==> src/rtl/mmio_timer.sv <==
`default_nettype none
// ============================================================================
// Module   : mmio_timer
// Purpose  : Memory-mapped machine timer. It holds a 64-bit free-running
//            counter (mtime) driven by a programmable 8-bit prescaler, and a
//            64-bit compare register (mtimecmp). It raises a sticky, maskable,
//            registered interrupt when mtime >= mtimecmp. Reads have a
//            one-cycle registered latency. The read data is forced to zero
//            when the timer is not being read, so it can be OR-combined with
//            the data RAM read bus.
// Ports    : i_clk       system clock (rising edge)
//            i_rst_n     asynchronous active-low reset
//            i_sel       chip select from the address decoder
//            i_we        write strobe (qualified by i_sel)
//            i_addr      word offset inside the timer window
//            i_wrdata    write data
//            o_rdata     registered read data (0 when not reading)
//            o_irq       registered level interrupt (PENDING & IRQ_EN)
// Register map (word offset):
//            0 CTRL        bit0 EN, bit1 IRQ_EN, bits[15:8] PRESCALE
//            1 STATUS      bit0 PENDING (write 1 to clear)
//            2 MTIME_LO    3 MTIME_HI (returns shadow captured by LO read)
//            4 MTIMECMP_LO 5 MTIMECMP_HI
//            6,7           read as 0, writes ignored
// Revision : 1.0  initial release
// ============================================================================
module mmio_timer #(
    parameter int DATA_WIDTH = 32,
    parameter int ADDR_WIDTH = 3
) (
    input  logic                  i_clk,
    input  logic                  i_rst_n,
    input  logic                  i_sel,
    input  logic                  i_we,
    input  logic [ADDR_WIDTH-1:0] i_addr,
    input  logic [DATA_WIDTH-1:0] i_wrdata,
    output logic [DATA_WIDTH-1:0] o_rdata,
    output logic                  o_irq
);

    localparam logic [ADDR_WIDTH-1:0] ADDR_CTRL     = ADDR_WIDTH'(0);
    localparam logic [ADDR_WIDTH-1:0] ADDR_STATUS   = ADDR_WIDTH'(1);
    localparam logic [ADDR_WIDTH-1:0] ADDR_MTIME_LO = ADDR_WIDTH'(2);
    localparam logic [ADDR_WIDTH-1:0] ADDR_MTIME_HI = ADDR_WIDTH'(3);
    localparam logic [ADDR_WIDTH-1:0] ADDR_CMP_LO   = ADDR_WIDTH'(4);
    localparam logic [ADDR_WIDTH-1:0] ADDR_CMP_HI   = ADDR_WIDTH'(5);

    // ------------------------------------------------------------------
    // State
    // ------------------------------------------------------------------
    logic                  ctrl_en_q,       ctrl_en_d;
    logic                  ctrl_irq_en_q,   ctrl_irq_en_d;
    logic [7:0]            ctrl_prescale_q, ctrl_prescale_d;
    logic [7:0]            presc_cnt_q,     presc_cnt_d;
    logic                  pending_q,       pending_d;
    logic [63:0]           mtime_q,         mtime_d;
    logic [63:0]           mtimecmp_q,      mtimecmp_d;
    logic [31:0]           hi_shadow_q,     hi_shadow_d;
    logic [DATA_WIDTH-1:0] rdata_q,         rdata_d;
    logic                  irq_q,           irq_d;

    // ------------------------------------------------------------------
    // Combinational helpers
    // ------------------------------------------------------------------
    logic                  bus_wr;
    logic                  bus_rd;
    logic                  tick;
    logic                  hit;
    logic [DATA_WIDTH-1:0] rd_mux;

    assign bus_wr = i_sel & i_we;
    assign bus_rd = i_sel & ~i_we;

    // The counter normally never exceeds PRESCALE. The >= guards the case
    // where software lowers PRESCALE below the current count: the next tick
    // comes at once instead of after a full 256-cycle wrap.
    assign tick = ctrl_en_q && (presc_cnt_q >= ctrl_prescale_q);

    // Compare on registered values only, so PENDING trails the match by one
    // edge and o_irq by two.
    assign hit = (mtime_q >= mtimecmp_q);

    // ------------------------------------------------------------------
    // Control register
    // ------------------------------------------------------------------
    always_comb begin
        ctrl_en_d       = ctrl_en_q;
        ctrl_irq_en_d   = ctrl_irq_en_q;
        ctrl_prescale_d = ctrl_prescale_q;
        if (bus_wr && (i_addr == ADDR_CTRL)) begin
            ctrl_en_d       = i_wrdata[0];
            ctrl_irq_en_d   = i_wrdata[1];
            ctrl_prescale_d = i_wrdata[15:8];
        end
    end

    // ------------------------------------------------------------------
    // Prescaler: counts 0..PRESCALE while enabled, parked at 0 otherwise
    // ------------------------------------------------------------------
    always_comb begin
        presc_cnt_d = presc_cnt_q;
        if (!ctrl_en_q || tick) begin
            presc_cnt_d = 8'd0;
        end else begin
            presc_cnt_d = presc_cnt_q + 8'd1;
        end
    end

    // ------------------------------------------------------------------
    // mtime: a bus write to either half wins over the increment, and the
    // other half is left untouched that cycle (no carry propagation).
    // ------------------------------------------------------------------
    always_comb begin
        mtime_d = mtime_q + {63'd0, tick};
        if (bus_wr && (i_addr == ADDR_MTIME_LO)) begin
            mtime_d = {mtime_q[63:32], i_wrdata};
        end else if (bus_wr && (i_addr == ADDR_MTIME_HI)) begin
            mtime_d = {i_wrdata, mtime_q[31:0]};
        end
    end

    // ------------------------------------------------------------------
    // mtimecmp
    // ------------------------------------------------------------------
    always_comb begin
        mtimecmp_d = mtimecmp_q;
        if (bus_wr && (i_addr == ADDR_CMP_LO)) begin
            mtimecmp_d = {mtimecmp_q[63:32], i_wrdata};
        end else if (bus_wr && (i_addr == ADDR_CMP_HI)) begin
            mtimecmp_d = {i_wrdata, mtimecmp_q[31:0]};
        end
    end

    // ------------------------------------------------------------------
    // PENDING: sticky; a set in the same cycle beats a W1C clear
    // ------------------------------------------------------------------
    always_comb begin
        pending_d = pending_q;
        if (hit) begin
            pending_d = 1'b1;
        end else if (bus_wr && (i_addr == ADDR_STATUS) && i_wrdata[0]) begin
            pending_d = 1'b0;
        end
    end

    assign irq_d = pending_q & ctrl_irq_en_q;

    // ------------------------------------------------------------------
    // Read path. A read of MTIME_LO snapshots the upper half so a later
    // MTIME_HI read forms a coherent 64-bit pair with it.
    // ------------------------------------------------------------------
    always_comb begin
        hi_shadow_d = hi_shadow_q;
        if (bus_rd && (i_addr == ADDR_MTIME_LO)) begin
            hi_shadow_d = mtime_q[63:32];
        end
    end

    always_comb begin
        rd_mux = '0;
        case (i_addr)
            ADDR_CTRL:     rd_mux = {16'd0, ctrl_prescale_q, 6'd0,
                                     ctrl_irq_en_q, ctrl_en_q};
            ADDR_STATUS:   rd_mux = {31'd0, pending_q};
            ADDR_MTIME_LO: rd_mux = mtime_q[31:0];
            ADDR_MTIME_HI: rd_mux = hi_shadow_q;
            ADDR_CMP_LO:   rd_mux = mtimecmp_q[31:0];
            ADDR_CMP_HI:   rd_mux = mtimecmp_q[63:32];
            default:       rd_mux = '0;
        endcase
    end

    // Zero when not reading so the bus can be OR-combined with RAM data.
    assign rdata_d = bus_rd ? rd_mux : '0;

    // ------------------------------------------------------------------
    // Registers
    // ------------------------------------------------------------------
    always_ff @(posedge i_clk or negedge i_rst_n) begin
        if (!i_rst_n) begin
            ctrl_en_q       <= 1'b0;
            ctrl_irq_en_q   <= 1'b0;
            ctrl_prescale_q <= 8'd0;
            presc_cnt_q     <= 8'd0;
            pending_q       <= 1'b0;
            mtime_q         <= 64'd0;
            mtimecmp_q      <= 64'hFFFF_FFFF_FFFF_FFFF;
            hi_shadow_q     <= 32'd0;
            rdata_q         <= '0;
            irq_q           <= 1'b0;
        end else begin
            ctrl_en_q       <= ctrl_en_d;
            ctrl_irq_en_q   <= ctrl_irq_en_d;
            ctrl_prescale_q <= ctrl_prescale_d;
            presc_cnt_q     <= presc_cnt_d;
            pending_q       <= pending_d;
            mtime_q         <= mtime_d;
            mtimecmp_q      <= mtimecmp_d;
            hi_shadow_q     <= hi_shadow_d;
            rdata_q         <= rdata_d;
            irq_q           <= irq_d;
        end
    end

    assign o_rdata = rdata_q;
    assign o_irq   = irq_q;

endmodule
`default_nettype wire

==> config.mk <==
export PLATFORM = sky130hd
export DESIGN_NAME = mmio_timer
export DESIGN_NICKNAME = d
export VERILOG_FILES = /design/src/rtl/mmio_timer.sv
export SDC_FILE = /design/constraint.sdc
export NUM_CORES = 1
export LEC_CHECK = 0
export CORE_UTILIZATION = 40
export DETAILED_ROUTE_END_ITERATION = 16
export PLACE_DENSITY = 0.53
export SLEW_MARGIN = 20
export SYNTH_ARGS = -nofsm -noshare
export SYNTH_HDL_FRONTEND = slang
export SYNTH_SLANG_ARGS = --single-unit
==> constraint.sdc <==
create_clock -name i_clk -period 8.37 [get_ports i_clk]
set_input_delay 1.674 -clock i_clk [delete_from_list [all_inputs] [get_ports i_clk]]
set_output_delay 1.674 -clock i_clk [all_outputs]
set_load 0.01 [all_outputs]
# Word level (Yosys, flattened, before mapping)
# Index checks and enable logic that the tools add are counted.
[op_classes]
eq_ne = 6
add_sub_neg = 2
bitwise_logic = 5
magnitude_cmp = 2
reduce_logical = 14
mux = 8
[op_table]
columns = ["operator", "count"]
rows = [
  ["one-hot mux 32 bit (6 select lines)", 1],
  ["two-way mux 32 bit", 3],
  ["adder 64 x 1 -> 64 bit", 1],
  ["greater-or-equal comparator 64 bit", 1],
  ["two-way mux 64 bit", 1],
  ["logical AND 1 bit", 9],
  ["adder 8 x 1 -> 8 bit, second input constant", 1],
  ["greater-or-equal comparator 8 bit", 1],
  ["two-way mux 8 bit", 1],
  ["equality test 3 x 2 -> 1 bit, second input constant", 2],
  ["equality test 3 bit, second input constant", 2],
  ["AND 1 bit", 3],
  ["equality test 3 x 1 -> 1 bit, second input constant", 1],
  ["logical NOT 3 bit", 1],
  ["two-way mux 1 bit", 2],
  ["!= test 2 bit, second input constant", 1],
  ["NOT 1 bit", 2],
  ["AND reduction 2 bit", 1],
  ["nonzero test 2 bit", 1],
  ["logical NOT 1 bit", 1],
  ["logical OR 1 bit", 1],
]
[totals]
output_inout_bits = 33
reg_bits = 212
elab_cells = 49

# Longest topological paths before layout
[depth]
word_depth = 5
depth_mapped = 16

# Worst setup path after synthesis
# No wires, ideal clock.
[synth_path]
path_kind = "input port to flip-flop"
startpoint = "input port i_addr[2]"
endpoint = "register mtime_q[53]"
cell_stages = 9
setup_time_ps = 126
arrival_ps = 3453
slack_ps = 4791
required_time_ps = 8244
n_path_buf = 4
cell_sequence = "clkbuf_1 nand2b_1 clkbuf_1 nor2_2 and2_0 clkbuf_1 buf_1 nor3_1 a221o_1"
[synth_between]
elab_chain_len = 3
elab_cells_between_ends = 5
classes_between = "eq/ne: 2; mux: 1; reduce/logical: 2"
[synth_lines]
columns = ["item", "line_no", "source"]
rows = [
  ["start, declared", "35", "input logic [ADDR_WIDTH-1:0] i_addr,"],
  ["equality test 3 x 2 -> 1 bit", "117", "end else if (bus_wr && (i_addr == ADDR_MTIME_HI)) begin"],
  ["logical AND 1 bit", "117", ""],
  ["two-way mux 64 bit", "117", ""],
  ["end signal, assigned", "197", "mtime_q <= mtime_d;"],
  ["end, declared", "56", "logic [63:0] mtime_q, mtime_d;"],
]
# Parallel ways exist; a longest one is shown, timed or not. The select of a mux whose other input is x is not followed.
# A chain may end at the register's enable or synchronous reset.

# Worst setup path after layout
[layout_path]
startpoint = "register presc_cnt_q[0]"
endpoint = "register mtime_q[34]"
[layout_between]
elab_chain_len = 4
[layout_lines]
columns = ["item", "line_no", "source"]
rows = [
  ["start, declared", "54", "logic [7:0] presc_cnt_q, presc_cnt_d;"],
  ["start signal, assigned", "195", "presc_cnt_q <= presc_cnt_d;"],
  ["greater-or-equal comparator 8 bit", "77", "assign tick = ctrl_en_q && (presc_cnt_q >= ctrl_prescale_q);"],
  ["logical AND 1 bit", "77", ""],
  ["adder 64 x 1 -> 64 bit", "114", "mtime_d = mtime_q + {63'd0, tick};"],
  ["two-way mux 64 bit", "117", ""],
]
# No other way between the ends. The select of a mux whose other input is x is not followed.

==> out/qor.csv <==
stage;metric;value;unit
finish;fin_nets;1402;
routing;drcViolationCount;0;
routing;wl_met3;2.08;mm
critical_path;crit_fanout;14;
yosys;synth-compound-area-share;0.156;
clock_tree;path_clk_slew;60;ps
clock_tree;clock-sinks;212;
timing;fin_crit;4050;ps
yosys;synth-simple-area-share;0.156;
yosys;netlist_instances;1236;
floorplanning;die_h;176;um
yosys;synth_xor_area_frac;0.00872;
floorplanning;rows;63;
yosys;synth_common_cells;148 x dfrtp_1, 125 x nand2_1, 92 x nor2_1;
yosys;synth_cell_type_count;69;
global_route;grt_max_degree;101;
clock_tree;cts_made_buffers;26;
worst_hold_path;hp-start;hi_shadow_q[28]$_DFFE_PN0P_;
yosys;muxShareOfSynthArea;0.105;
power;combPwrFrac;0.239;
power;internal-power;2.36;mW
yosys;async_reset_ff_frac;1.00;
power;p_sw_frac;0.322;
place;portBuffers;71;
finish;antenna_cells;0;
floorplanning;initial_core_util;0.407;
outcome;status;finished clean;
power;pwr-share-seq;0.433;
global_route;grt_pass1_wl;56.2;mm
yosys;synth_area_per_cell;9.76;um2
critical_path;critPathSlowestCell;nor4b_1;
timing;setup_viol_count_final;0;
critical_path;cp-end-kind;flop;
yosys;synth.area.top_cells;dfrtp_1 31%, dfstp_2 14%, ha_1 7.8%;
critical_path;startpoint_type;flop;
finish;areaGrowthSynthToFinish;15.9;%
clock_tree;cts_setup_buffers;0;
critical_path;cp-startpoint;presc_cnt_q[0]$_DFF_PN0_;
routing;routed_via_density;5.67;
clock_tree;htreeDepth;1;
routing;drtIter0Drc;655;
timing;rsz0062_at_grt;no;
yosys;synthAdderAreaFrac;0.0778;
timing;slew_headroom;0.210;
yosys;ys_warn_count;0;
power;p_sw;1.12;mW
timing;clock-skew-final;11.9;ps
global_route;grt_use_total;0.235;
clock_tree;insertion_delay;530;ps
timing;max_freq;247;MHz
floorplanning;core-area;29600;um2
timing;maxSlewViolCount;0;
critical_path;crit_chain;inv_1, ha_1, nand2b_1, a21o_1, a21o_1, a21oi_1, nor2_1, o21a_1, ha_1, ha_1, and3_1, nand4_1, nor4b_1, mux2i_1, a21o_1;
routing;wirelength;35.6;mm
critical_path;crit_path_max_incr_delay;760;ps
yosys;synth-seq-cells;212;
clock_tree;clock_path_buffers;3;
critical_path;critPathRequiredTime;8790;ps
power;p_leak;5.91;nW
power;power_per_cell_area;249;nW/um2
critical_path;cp_top_family;simple AND/OR/NAND/NOR gates;
global_route;antenna_found_initial;0;
global_route;grt_pass1_vias;9355;
timing;hold_violations;0;
clock_tree;cts_tree;built;
yosys;netlist.area_leader.share;0.307;
global_route;grt_overflow;0;
clock_tree;cts-root-buf;clkbuf_16;
critical_path;reg2reg_from;presc_cnt_q[0]$_DFF_PN0_;
yosys;synth_most_common_cell;dfrtp_1;
clock_tree;hold_buffers;0;
yosys;ys_seq_area_frac;0.447;
worst_hold_path;hp-class;flop to flop;
power;ir_drop;0.000160;V
critical_path;crit_type;flop to flop;
floorplanning;ioPinCount;72;
place;place_hpwl;24.5;mm
finish;drive_gt1_frac;0.164;
routing;dr.pass1.iters;5;
yosys;synth_edf_count;0;
yosys;synth_area;12100;um2
run;cap_violations;0;
place;gp_congestion;0.858;
floorplanning;dieWidth;176;um
routing;wire_per_inst;21.0;um
routing;wl_met2;16.5;mm
timing;finalCritPeriodShare;0.484;
routing;drt-met1-wl;16.3;mm
yosys;synthesis.nets;1350;
yosys;synth_area_leader_cell;dfrtp_1;
yosys;synth_top_family_by_area;simple AND/OR/NAND/NOR gates;
timing;worst_slew_pin_slew;1180;ps
critical_path;worst_ep_arrival_time;4470;ps
clock_tree;cts_resized;0;
routing;vias;9620;
routing;ant_nets;0;
yosys;ys.flop_type;dfrtp_1;
finish;stdcell_count;1698;
critical_path;cp_num_buf_inv;1;
place;dp_cells;1650;
routing;highest-signal-layer;met4;
power;pwr-share-clk;0.328;
floorplanning;dieArea;30800;um2
timing;tns;0;ps
-- per-stage QoR --
step | cell area [um2] | utilization | setup WS [ps] | power [mW] | hold WS (ps)
after CTS | 14000 | 0.472 | 4330 | 3.51 | 510
after floorplan | 12100 | - | 4790 | 2.03 | 472
final | 14000 | 0.472 | 4320 | 3.48 | 505
after global placement | 13100 | 0.442 | 3910 | 2.33 | 490
after global routing | 14000 | 0.472 | 4110 | 3.69 | 521
after detailed placement | 13100 | 0.442 | 3810 | 2.35 | 497
-- area by class of cell --
type	count	area (um2)
fill	2897	15700
multi-input combinational	881	6100
clock inverter	6	55.1
tap	390	488
clock buffer	42	812
inverter	78	293
timing repair buffer	89	848
sequential	212	5390
-- registers in the layout, indices dropped and copies added, names as in the netlist --
register	count
ctrl_prescale_q	8
o_rdata	32
mtimecmp_q	64
pending_q	1
mtime_q	64
ctrl_irq_en_q	1
hi_shadow_q	32
presc_cnt_q	8
o_irq	1
ctrl_en_q	1
-- layout by cell type, fill, tap and decap left out, drive strengths merged, types with 10 or more instances in the layout --
master	count
dfrtp	148
nand2	125
nor2	93
o21ai	82
inv	78
ha	75
mux2	69
clkdlybuf4s50	69
dfstp	64
a21oi	57
mux2i	49
clkbuf	42
a211oi	38
nand3	38
nor3	36
o22a	23
nand4	20
buf	20
nor4	17
and3	14
and2	13
xnor2	11
a22oi	11
a311oi	11
a21o	10
o22ai	10
-- routing by layer --
layer  vias up  track usage
li1       4561            -
met1      4719        0.333
met2       284        0.368
met3        56       0.0405
met4         0       0.0641
met5         -            0
-- worst paths after layout --
path	end	slack, ps	cells past startpoint
max	mtime_q[34]$_DFFE_PN0N_	4320	15
min	hi_shadow_q[28]$_DFFE_PN0P_	500	1
max reg2reg	mtime_q[34]$_DFFE_PN0N_	4320	15
min reg2reg	hi_shadow_q[28]$_DFFE_PN0P_	500	1
max in group asynchronous	presc_cnt_q[3]$_DFF_PN0_	5740	2
min in group asynchronous	o_rdata[22]$_DFF_PN0_	1170	1
-- kinds of logic (layout without fill, tap and decap cells) --
group | after synthesis | after routing
and+or+nand+nor | 388 | 388
AOI/OAI and AO/OA | 288 | 288
DFF | 212 | 212
buffers and inverters | 143 | 215
muxes | 118 | 118
adders and majority gates | 75 | 75
xor gates and xnor gates | 12 | 12
-- power by group through the flow --
| stage | sequential, mW | clock (mW) | combinational (mW) |
|---|---|---|---|
| 3_3_place_gp | 1.51 | 0 | 0.817 |
| 3_5_place_dp | 1.52 | 0 | 0.832 |
| 6_report | 1.50 | 1.14 | 0.832 |
| 2_1_floorplan | 1.44 | 0 | 0.592 |
| 4_1_cts | 1.50 | 1.17 | 0.838 |
| 5_1_grt | 1.54 | 1.21 | 0.952 |
No activity file was read; power rests on OpenSTA's default activity.
